==> src/rtl/mem_arb_pkg.sv <==
// Shared definitions for the I/D memory port arbiter.
//   state_e  : arbiter FSM encoding (ST_IDLE, ST_GRANT_I, ST_GRANT_D)
//   GNT_I/D  : encoding of the last-grant register
//   STARVE_W : width of the starvation counter (STARVE_MAX range 1..15)
// Optional feature macro: ARB_ROUND_ROBIN_EN (round-robin instead of D priority).
package mem_arb_pkg;

   localparam int unsigned STARVE_W = 4;

   typedef enum logic [1:0] {
      ST_IDLE    = 2'd0,
      ST_GRANT_I = 2'd1,
      ST_GRANT_D = 2'd2
   } state_e;

   // Reset value of last-grant is 0, so round-robin starts with I.
   localparam logic GNT_D = 1'b0;
   localparam logic GNT_I = 1'b1;

endpackage

==> src/rtl/mem_arb_pick.sv <==
// Combinational winner select for the memory port arbiter.
// Ports:
//   i_req_i, d_req_i    : raw requests
//   i_mask_i, d_mask_i  : suppress a request whose ack is currently high
//   starve_hit_i        : I has waited STARVE_MAX D grants (priority mode)
//   last_gnt_i          : port granted last (round-robin mode)
//   gnt_d_o             : 1 = D wins, 0 = I wins (meaningful with gnt_valid_o)
//   gnt_valid_o         : at least one unmasked request pending
// Macro ARB_ROUND_ROBIN_EN selects round-robin; otherwise fixed D priority.
module mem_arb_pick
   import mem_arb_pkg::*;
(
   input  logic i_req_i,
   input  logic d_req_i,
   input  logic i_mask_i,
   input  logic d_mask_i,
   input  logic starve_hit_i,
   input  logic last_gnt_i,
   output logic gnt_d_o,
   output logic gnt_valid_o
);

   logic i_pend;
   logic d_pend;

   assign i_pend      = i_req_i & ~i_mask_i;
   assign d_pend      = d_req_i & ~d_mask_i;
   assign gnt_valid_o = i_pend | d_pend;

`ifdef ARB_ROUND_ROBIN_EN
   logic unused_starve_hit;
   assign unused_starve_hit = starve_hit_i;

   // On contention grant the port that did not win last time.
   always_comb begin
      gnt_d_o = d_pend;
      if (i_pend && d_pend) begin
         gnt_d_o = (last_gnt_i == GNT_I);
      end
   end
`else
   logic unused_last_gnt;
   assign unused_last_gnt = last_gnt_i;

   // D wins unless I has been starved long enough.
   assign gnt_d_o = d_pend & ~(i_pend & starve_hit_i);
`endif

endmodule

==> src/rtl/mem_port_arbiter.sv <==
// Shares one single-port variable-latency memory between fetch (I) and
// load/store (D) requesters.
// Ports:
//   Clk, Reset                  : clock, async active-low reset
//   i_req/i_addr -> i_ack/i_rdata : fetch port (level req, 1-cycle ack)
//   d_req/d_we/d_addr/d_wdata -> d_ack/d_rdata : load/store port
//   mem_req/mem_we/mem_addr/mem_wdata <- mem_ack/mem_rdata : memory side
//   grant_d                     : D transaction outstanding
// Macro ARB_ROUND_ROBIN_EN: round-robin on contention, starvation guard removed.
module mem_port_arbiter
   import mem_arb_pkg::*;
#(
   parameter int unsigned ADDR_W     = 32,
   parameter int unsigned DATA_W     = 32,
   parameter int unsigned STARVE_MAX = 4
)(
   input  logic              Clk,
   input  logic              Reset,
   input  logic              i_req,
   input  logic [ADDR_W-1:0] i_addr,
   output logic              i_ack,
   output logic [DATA_W-1:0] i_rdata,
   input  logic              d_req,
   input  logic              d_we,
   input  logic [ADDR_W-1:0] d_addr,
   input  logic [DATA_W-1:0] d_wdata,
   output logic              d_ack,
   output logic [DATA_W-1:0] d_rdata,
   output logic              mem_req,
   output logic              mem_we,
   output logic [ADDR_W-1:0] mem_addr,
   output logic [DATA_W-1:0] mem_wdata,
   input  logic              mem_ack,
   input  logic [DATA_W-1:0] mem_rdata,
   output logic              grant_d
);

   state_e              state_q,     state_d;
   logic                mem_req_q,   mem_req_d;
   logic                mem_we_q,    mem_we_d;
   logic [ADDR_W-1:0]   mem_addr_q,  mem_addr_d;
   logic [DATA_W-1:0]   mem_wdata_q, mem_wdata_d;
   logic                gnt_d_q,     gnt_d_d;
   logic                i_ack_q,     i_ack_d;
   logic [DATA_W-1:0]   i_rdata_q,   i_rdata_d;
   logic                d_ack_q,     d_ack_d;
   logic [DATA_W-1:0]   d_rdata_q,   d_rdata_d;
   logic                last_gnt_q,  last_gnt_d;

   logic pick_gnt_d;
   logic pick_valid;
   logic starve_hit;
   logic arb_go;

   mem_arb_pick u_pick (
      .i_req_i      (i_req),
      .d_req_i      (d_req),
      .i_mask_i     (i_ack_q),
      .d_mask_i     (d_ack_q),
      .starve_hit_i (starve_hit),
      .last_gnt_i   (last_gnt_q),
      .gnt_d_o      (pick_gnt_d),
      .gnt_valid_o  (pick_valid)
   );

   // The ack cycle doubles as a bus turnaround: no grant while an ack is on
   // the wire, so a requester holding req through its ack keeps its place.
   assign arb_go = (state_q == ST_IDLE) & pick_valid & ~(i_ack_q | d_ack_q);

`ifdef ARB_ROUND_ROBIN_EN
   localparam int unsigned unused_starve_max = STARVE_MAX;
   assign starve_hit = 1'b0;
`else
   localparam logic [STARVE_W-1:0] STARVE_LIM = STARVE_W'(STARVE_MAX);

   logic [STARVE_W-1:0] starve_cnt_q, starve_cnt_d;

   assign starve_hit = (starve_cnt_q >= STARVE_LIM);

   // Count D grants taken while I waits; any I grant or idle I clears it.
   always_comb begin
      starve_cnt_d = starve_cnt_q;
      if (state_q == ST_IDLE) begin
         if (!i_req) begin
            starve_cnt_d = '0;
         end else if (arb_go) begin
            if (!pick_gnt_d) begin
               starve_cnt_d = '0;
            end else if (!starve_hit) begin
               starve_cnt_d = starve_cnt_q + STARVE_W'(1);
            end
         end
      end
   end

   always_ff @(posedge Clk or negedge Reset) begin
      if (!Reset) starve_cnt_q <= '0;
      else        starve_cnt_q <= starve_cnt_d;
   end
`endif

   // Next-state and registered-output logic.
   always_comb begin
      state_d     = state_q;
      mem_req_d   = mem_req_q;
      mem_we_d    = mem_we_q;
      mem_addr_d  = mem_addr_q;
      mem_wdata_d = mem_wdata_q;
      gnt_d_d     = gnt_d_q;
      i_ack_d     = 1'b0;
      i_rdata_d   = i_rdata_q;
      d_ack_d     = 1'b0;
      d_rdata_d   = d_rdata_q;
      last_gnt_d  = last_gnt_q;

      case (state_q)
         ST_IDLE: begin
            if (arb_go) begin
               mem_req_d = 1'b1;
               gnt_d_d   = pick_gnt_d;
               if (pick_gnt_d) begin
                  state_d     = ST_GRANT_D;
                  last_gnt_d  = GNT_D;
                  mem_we_d    = d_we;
                  mem_addr_d  = d_addr;
                  mem_wdata_d = d_wdata;
               end else begin
                  state_d     = ST_GRANT_I;
                  last_gnt_d  = GNT_I;
                  mem_we_d    = 1'b0;
                  mem_addr_d  = i_addr;
                  mem_wdata_d = DATA_W'(0);
               end
            end
         end
         ST_GRANT_I: begin
            if (mem_ack) begin
               state_d   = ST_IDLE;
               mem_req_d = 1'b0;
               i_ack_d   = 1'b1;
               i_rdata_d = mem_rdata;
            end
         end
         ST_GRANT_D: begin
            if (mem_ack) begin
               state_d   = ST_IDLE;
               mem_req_d = 1'b0;
               gnt_d_d   = 1'b0;
               d_ack_d   = 1'b1;
               d_rdata_d = mem_we_q ? DATA_W'(0) : mem_rdata;
            end
         end
         default: begin
            state_d   = ST_IDLE;
            mem_req_d = 1'b0;
            gnt_d_d   = 1'b0;
         end
      endcase
   end

   always_ff @(posedge Clk or negedge Reset) begin
      if (!Reset) begin
         state_q     <= ST_IDLE;
         mem_req_q   <= 1'b0;
         mem_we_q    <= 1'b0;
         mem_addr_q  <= '0;
         mem_wdata_q <= '0;
         gnt_d_q     <= 1'b0;
         i_ack_q     <= 1'b0;
         i_rdata_q   <= '0;
         d_ack_q     <= 1'b0;
         d_rdata_q   <= '0;
         last_gnt_q  <= GNT_D;
      end else begin
         state_q     <= state_d;
         mem_req_q   <= mem_req_d;
         mem_we_q    <= mem_we_d;
         mem_addr_q  <= mem_addr_d;
         mem_wdata_q <= mem_wdata_d;
         gnt_d_q     <= gnt_d_d;
         i_ack_q     <= i_ack_d;
         i_rdata_q   <= i_rdata_d;
         d_ack_q     <= d_ack_d;
         d_rdata_q   <= d_rdata_d;
         last_gnt_q  <= last_gnt_d;
      end
   end

   assign mem_req   = mem_req_q;
   assign mem_we    = mem_we_q;
   assign mem_addr  = mem_addr_q;
   assign mem_wdata = mem_wdata_q;
   assign grant_d   = gnt_d_q;
   assign i_ack     = i_ack_q;
   assign i_rdata   = i_rdata_q;
   assign d_ack     = d_ack_q;
   assign d_rdata   = d_rdata_q;

endmodule

==> config.mk <==
export PLATFORM = sky130hd
export DESIGN_NAME = mem_port_arbiter
export DESIGN_NICKNAME = d
export VERILOG_FILES = /design/src/rtl/mem_arb_pkg.sv /design/src/rtl/mem_arb_pick.sv /design/src/rtl/mem_port_arbiter.sv
export SDC_FILE = /design/constraint.sdc
export NUM_CORES = 1
export LEC_CHECK = 0
export ABC_AREA = 1
export CAP_MARGIN = 20
export CORE_MARGIN = 4
export CORE_UTILIZATION = 42
export DETAILED_ROUTE_END_ITERATION = 10
export GPL_TIMING_DRIVEN = 0
export PLACE_DENSITY = 0.8
export SYNTH_ARGS = -nofsm -noshare
export SYNTH_HDL_FRONTEND = slang
export SYNTH_SLANG_ARGS = --single-unit
export TNS_END_PERCENT = 20
==> constraint.sdc <==
create_clock -name Clk -period 1.64 [get_ports Clk]
set_input_delay 0.328 -clock Clk [delete_from_list [all_inputs] [get_ports Clk]]
set_output_delay 0.328 -clock Clk [all_outputs]
set_load 0.02 [all_outputs]
; ---- Yosys cells after proc, flatten, opt, wreduce, memory -nomap -nowiden
; Cells that the tools add are included.
[classes]
n_reduce_logical = 8
order_cmp = 1
n_bitwise = 13
n_eq_ne = 7
n_mux = 20
n_addsub = 1
[ops]
columns = cell, n
row1 = $mux 32, 3
row2 = $mux 4, 4
row3 = $reduce_and 2->1, 4
row4 = $mux 1, 7
row5 = $and 1x1->1, 6
row6 = $mux 2, 3
row7 = $reduce_and 3->1, 2
row8 = $not 1->1, 5
row9 = $add 4x1->4 const B, 1
row10 = $ge 4x3->1 const B, 1
row11 = $ne 2x1->1 const B, 2
row12 = $ne 2x2->1 const B, 2
row13 = $pmux 2 s2, 1
row14 = $ne 3x3->1 const B, 1
row15 = $pmux 1 s3, 1
row16 = $eq 2x1->1 const B, 1
row17 = $eq 2x2->1 const B, 1
row18 = $logic_not 2->1, 1
row19 = $or 1x1->1, 2
row20 = $pmux 1 s2, 1
row21 = $reduce_or 2->1, 1
[totals]
elab_cells = 61
output_inout_bits = 133
ff_bits = 139

; ---- Logic depth before layout (Yosys ltp)
[depth]
depth_word = 8
depth_mapped = 9

; ---- Modules after synthesis
; A second synthesis with hierarchy kept.
[hier_totals]
hier_cells = 666
hier_area_um2 = 5910.7
[modules_own_cells]
columns = mod, area_each_um2, seq_area_each_um2, cells_per_inst, instances
row1 = mem_port_arbiter, 5878.1, 3503.4, 658, 1
row2 = mem_arb_pick, 32.5, 0.0, 8, 1

; ---- Least setup slack after synthesis
; No wires, ideal clock.
[synth_path]
path_kind = register to register
start = reg state_q[0]
end = reg mem_addr_q[10], in the netlist mem_addr[10]
n_path_buf = 2
path_slack_ns = 0.182
period_less_slack_ns = 1.458
stages_incl_launch_ff = 10
arrival_time_ns = 1.340
cell_sequence = dfrtp_1 -> inv_1 -> ha_1 -> nand2_1 -> nor2_1 -> nand2_2 -> buf_4 -> buf_4 -> nand2_1 -> nand2_1
[synth_via]
elab_chain_cells = 4
[synth_rtl]
columns = item, line_no
row1 = from (decl), mem_port_arbiter.sv:38  ; state_e state_q, state_d;
row2 = from (signal assigned), mem_port_arbiter.sv:175  ; state_q <= state_d;
row3 = $logic_not 2->1 *, "mem_port_arbiter.sv:68, mem_port_arbiter.sv:116"
row4 = $and 1x1->1 (2 in a row), mem_port_arbiter.sv:68  ; assign arb_go = (state_q == ST_IDLE) & pick_valid & ~(i_ack_q | d_ack_q);
row5 = $reduce_and 2->1 (no source line) *, n/a
row6 = to (signal assigned), mem_port_arbiter.sv:178  ; mem_addr_q <= mem_addr_d;
row7 = to (decl), mem_port_arbiter.sv:41  ; logic [ADDR_W-1:0] mem_addr_q, mem_addr_d;
; Mark *: on every way between the ends. The rest lies on a longest branch, timed or not.
; A chain may end at the register's enable or synchronous reset.

; ---- Worst setup path after layout
[layout_path]
start = reg d_ack_q, in the netlist d_ack
end = out d_ack
[layout_lines]
columns = item, line_no
row1 = from (decl), mem_port_arbiter.sv:46  ; logic d_ack_q, d_ack_d;
row2 = from (signal assigned), mem_port_arbiter.sv:183  ; d_ack_q <= d_ack_d;
row3 = to (decl), mem_port_arbiter.sv:27  ; output logic d_ack,
; No word-level cell between the ends.

==> results.md <==
- The final RePlAce weighted congestion is 0.843.
- The compound-cell area share of the yosys netlist is between 2 and 3%.
- The maximum operating frequency is 0.620 GHz.
- The run finished, with violations left.
- Setup repair after global routing could not meet its margin everywhere.
- TritonCTS built the clock tree.
- Following the worst setup path forward leads to its endpoint at d_ack.
- STA classifies the critical path endpoint as an output port.
- In the synthesized netlist the async set-or-reset flop fraction comes to 100%.
- The count of cell instances traversed by the critical path is 1.
- The final-layout worst hold slack is -0.0168 ns.
- The number of buffers added by the clock tree synthesis step is 17.
- By area, the combinational part of the netlist is dominated by simple AND/OR/NAND/NOR gates.
- The floorplan has 43 rows.
- The share of synthesized area occupied by flip-flops and latches is between 50 and 60%.
- The number of setup violations in the final report is 0.
- The net count of the finished layout is 1,160.
- The initial utilization of the core area, before any placement, comes to 43.1%.
- The most frequent cell after synthesis is sky130_fd_sc_hd__nand2_1.
- The clock-pin slew on the worst setup and hold paths is approximately 0.06 ns.
- The family with the most delay on the worst path is flip-flops.
- The critical path in this run is classified as reg2out.
- The later pin in the worst-skew pair is clocked with a latency of about 0.42 ns.
- The root buffer cell is sky130_fd_sc_hd__clkbuf_16.
- The total area of sequential cells is between 0.003 and 0.004 mm².
- After synthesis, the largest area contributor takes up between 50% and 60% of total cell area.
- The number of nets produced by synthesis is 866.
- The remaining global-route overflow is 0.
- After the first detailed-routing iteration, the DRC count stood at 289.
- The total length of routed wires is 19.3 mm.
- The number of antenna violations at the first check in global routing is 0.
- After floorplanning, the core was sized to cover 0.0139 mm².
- In this run the cell area of the synthesized design comes to 0.00601 mm².
- The number of placed instances, taps included, is between 1,000 and 1,500.
- The analysis attributes to cell leakage a power of 5.21 nW.
- The startpoint identified for the worst register-to-register timing path is d_ack.
- Tracing the worst setup path back leads to its startpoint at d_ack.
- The post-synthesis xor/xnor area fraction is 0.146%.
- The largest single stage delay on the critical path is 0.50 ns.
- sky130_fd_sc_hd__dfrtp_1 takes more of the synthesized area than any other cell.
- The first-pass GRT wire length is 29.8 mm.
- Headroom to the max-slew limit came out at 46.9%.
- Max-cap violations in this run came to 0.
- The power density over the cells is roughly 1900 mW/mm².
- The number of failing hold endpoints at the final stage is 18.
- The mux share of post-synthesis cell area is 0%.
- In the post-synthesis netlist, the biggest area contributors are sky130_fd_sc_hd__dfrtp_1, sky130_fd_sc_hd__nand2_1, sky130_fd_sc_hd__nand3b_1.
- The total number of yosys warnings is 0.
- The via density per instance is 4.79.
- The signed area change from the synthesized netlist to the final layout is 58.1%.
- The floorplan step set the die width to 128 µm.
- The fraction of final layout cells with drive strength greater than 1 is 7.83%.
- The maximum number of pins on one net before global-route repair is 87.
- The synthesis-stage register bit count is roughly 140.
- For this design, the slowest cell found on the critical path is sky130_fd_sc_hd__dfrtp_1.
- The critical path required time is 1.31 ns.
- After synthesis, the most frequently instantiated cells are sky130_fd_sc_hd__nand2_1, sky130_fd_sc_hd__dfrtp_1, sky130_fd_sc_hd__inv_1.
- No sink is reached through more buffers than the 2 on the longest clock path.
- The H-tree was split into 4 levels.
- The count of pins over their slew limit is 0.
- The remaining design rule violation count is 0.
- After layout, the worst path uses 98.3% of the clock period.
- The repair_antennas step left the layout with diodes totalling 0.
- The half-perimeter wire length after detailed placement is around 14 mm.
- In this run the mean area of a mapped cell was 8.25 µm².
- The arrival time of data at the critical path endpoint is 1.28 ns.
- The die is 128 µm tall.
- The number of enable flip-flop cells after synthesis is 0.
- The remaining antenna violation count after routing is 0.
- STA classifies the critical path startpoint as a register.
- The critical path goes through clkdlybuf4s15_1.
- 267 I/O pins were placed.
- The checks that failed: negative hold slack.
- The most frequently used flop master after synthesis is sky130_fd_sc_hd__dfrtp_1.
- The area of combinational cells with multiple inputs is ~0.0022 mm².
- The number of global-route vias before repair is 5,723.
- The pin slew with the least headroom to its limit is 0.797 ns.
- Together, buffers and inverters on the worst path number 1.
- The share of the core filled with cells is 68.2%.
- The simple-gate area share of the yosys netlist is 32.0%.
- In this run the critical register-to-register path is captured at mem_addr[2].
- The reg-to-reg setup timing slack is 0.06 ns.
- The synthesized netlist devotes 0.833% of its cell area to adder and majority cells.
- After filler insertion, the fill cell instance count of the layout stands at roughly 1,200.
- Counting cells, the worst reg-to-reg path comes to 5.
- Input and output buffers added on the ports amount to 266.
- Dividing the detail-routed wire length by the instance count gives ~16 µm.
- The global routing usage summed across all routing layers is 23.2%.
- For the finished layout, the period the worst path requires is 1.61 ns.
- Synthesis handed over a netlist of roughly 730 instances.
- The count of cells in the finished layout, fillers not included, comes to 1,214.
- The number of iterations in the first detailed-routing pass is 5.
- The full die area is roughly 0.016 mm².
- Yosys mapped the design onto 18 distinct sky130hd cell types.
- The worst clock skew is 0.00893 ns.
- The number of hold buffers added after CTS was 0.
- The kind of path behind the tightest hold check is in2async.
- The vias after detailed routing is 5,818.
- The worst voltage drop across the vdd grid is 0.897 mV.
- The number of sinks on the clock net is approximately 140.
- The largest fanout on the critical path is 3.
[state kept, by name, indices dropped and copies added (netlist names)]
| register | count |
|---|---|
| grant_d | 1 |
| mem_req | 1 |
| i_ack | 1 |
| state_q | 2 |
| starve_cnt_q | 4 |
| mem_we | 1 |
| mem_wdata | 32 |
| d_ack | 1 |
| i_rdata | 32 |
| mem_addr | 32 |
| d_rdata | 32 |
[final cells by class]
| cell class | count | area share (%) |
|---|---|---|
| plain buffers | 38 | 2.40 |
| clock buffers | 20 | 4.81 |
| clock inverters | 11 | 1.53 |
| inverters | 51 | 2.01 |
| multi-input cells | 500 | 22.8 |
| flip-flops and latches | 139 | 36.6 |
| well taps | 180 | 2.37 |
| repair buffers | 275 | 27.4 |
[repair_timing]
item | in CTS | in global routing
setup buffers | 0 | 5
endpoints found under the setup margin | 219 | 86
cloned | 0 | 3
pin swaps | 2 | 2
gates resized for setup | 142 | 24
[metrics by stage]
stage | total power, mW | setup slack, ns | instance area [µm²] | TNS (ns)
floorplan | 10.7 | 0.182 | 6010 | 0
global placement | 15.2 | -5.49 | 8900 | -786.77
detailed placement | 15.4 | -0.381 | 8930 | -26.69
CTS | 18.3 | 0.0000273 | 9380 | 0
global route | 19.7 | -0.0262 | 9500 | -0.0442
finish | 18.4 | 0.0271 | 9500 | 0
[worst min path at each step]
stage / from / depth (start not counted) / end
finish: Reset / 1 / mem_wdata[16]
global placement: mem_wdata[26] / 2 / mem_wdata[26]
floorplan: Reset / 0 / d_ack
CTS: Reset / 1 / mem_wdata[16]
global route: Reset / 1 / mem_wdata[21]
detailed placement: Reset / 1 / mem_wdata[16]
[per-layer routing]
| metal | global-route usage, % | routed length [µm] |
|---|---|---|
| met4 | 7.93 | 378 |
| met1 | 28.4 | 7840 |
| met2 | 37.8 | 9150 |
| met5 | 0 | 0 |
| met3 | 8.82 | 1930 |
[kinds of logic after synthesis]
group	count (synthesis)
and+or+nand+nor	462
DFF	139
buffers and inverters	89
AOI/OAI and AO/OA	33
adders and majority gates	4
xor gates and xnor gates	1
[cell usage in the layout, fill, tap and decap left out, types with 2 or more instances in the layout]
master                            count
sky130_fd_sc_hd__buf_2               11
sky130_fd_sc_hd__buf_4               12
sky130_fd_sc_hd__buf_6                7
sky130_fd_sc_hd__bufinv_16            3
sky130_fd_sc_hd__clkbuf_1             9
sky130_fd_sc_hd__clkbuf_16           17
sky130_fd_sc_hd__clkbuf_2             6
sky130_fd_sc_hd__clkbuf_4             2
sky130_fd_sc_hd__clkbuf_8             2
sky130_fd_sc_hd__clkdlybuf4s50_1    132
sky130_fd_sc_hd__clkinv_2             3
sky130_fd_sc_hd__clkinv_4             2
sky130_fd_sc_hd__clkinvlp_4           3
sky130_fd_sc_hd__dfrtp_1            139
sky130_fd_sc_hd__dlygate4sd2_1      132
sky130_fd_sc_hd__ha_1                 3
sky130_fd_sc_hd__inv_1               47
sky130_fd_sc_hd__inv_2                4
sky130_fd_sc_hd__nand2_1            382
sky130_fd_sc_hd__nand2_4              2
sky130_fd_sc_hd__nand3_1             36
sky130_fd_sc_hd__nand3b_1            32
sky130_fd_sc_hd__nor2_1               6
sky130_fd_sc_hd__nor2_4               2
sky130_fd_sc_hd__o21ai_0             32
[power breakdown]
group,internal [mW],switching (mW),leakage (nW)
Clock,2.46,1.46,0.288
Combinational,3.28,5.35,3.16
Sequential,5.05,0.832,1.76
(Power assumes the default switching activity.)
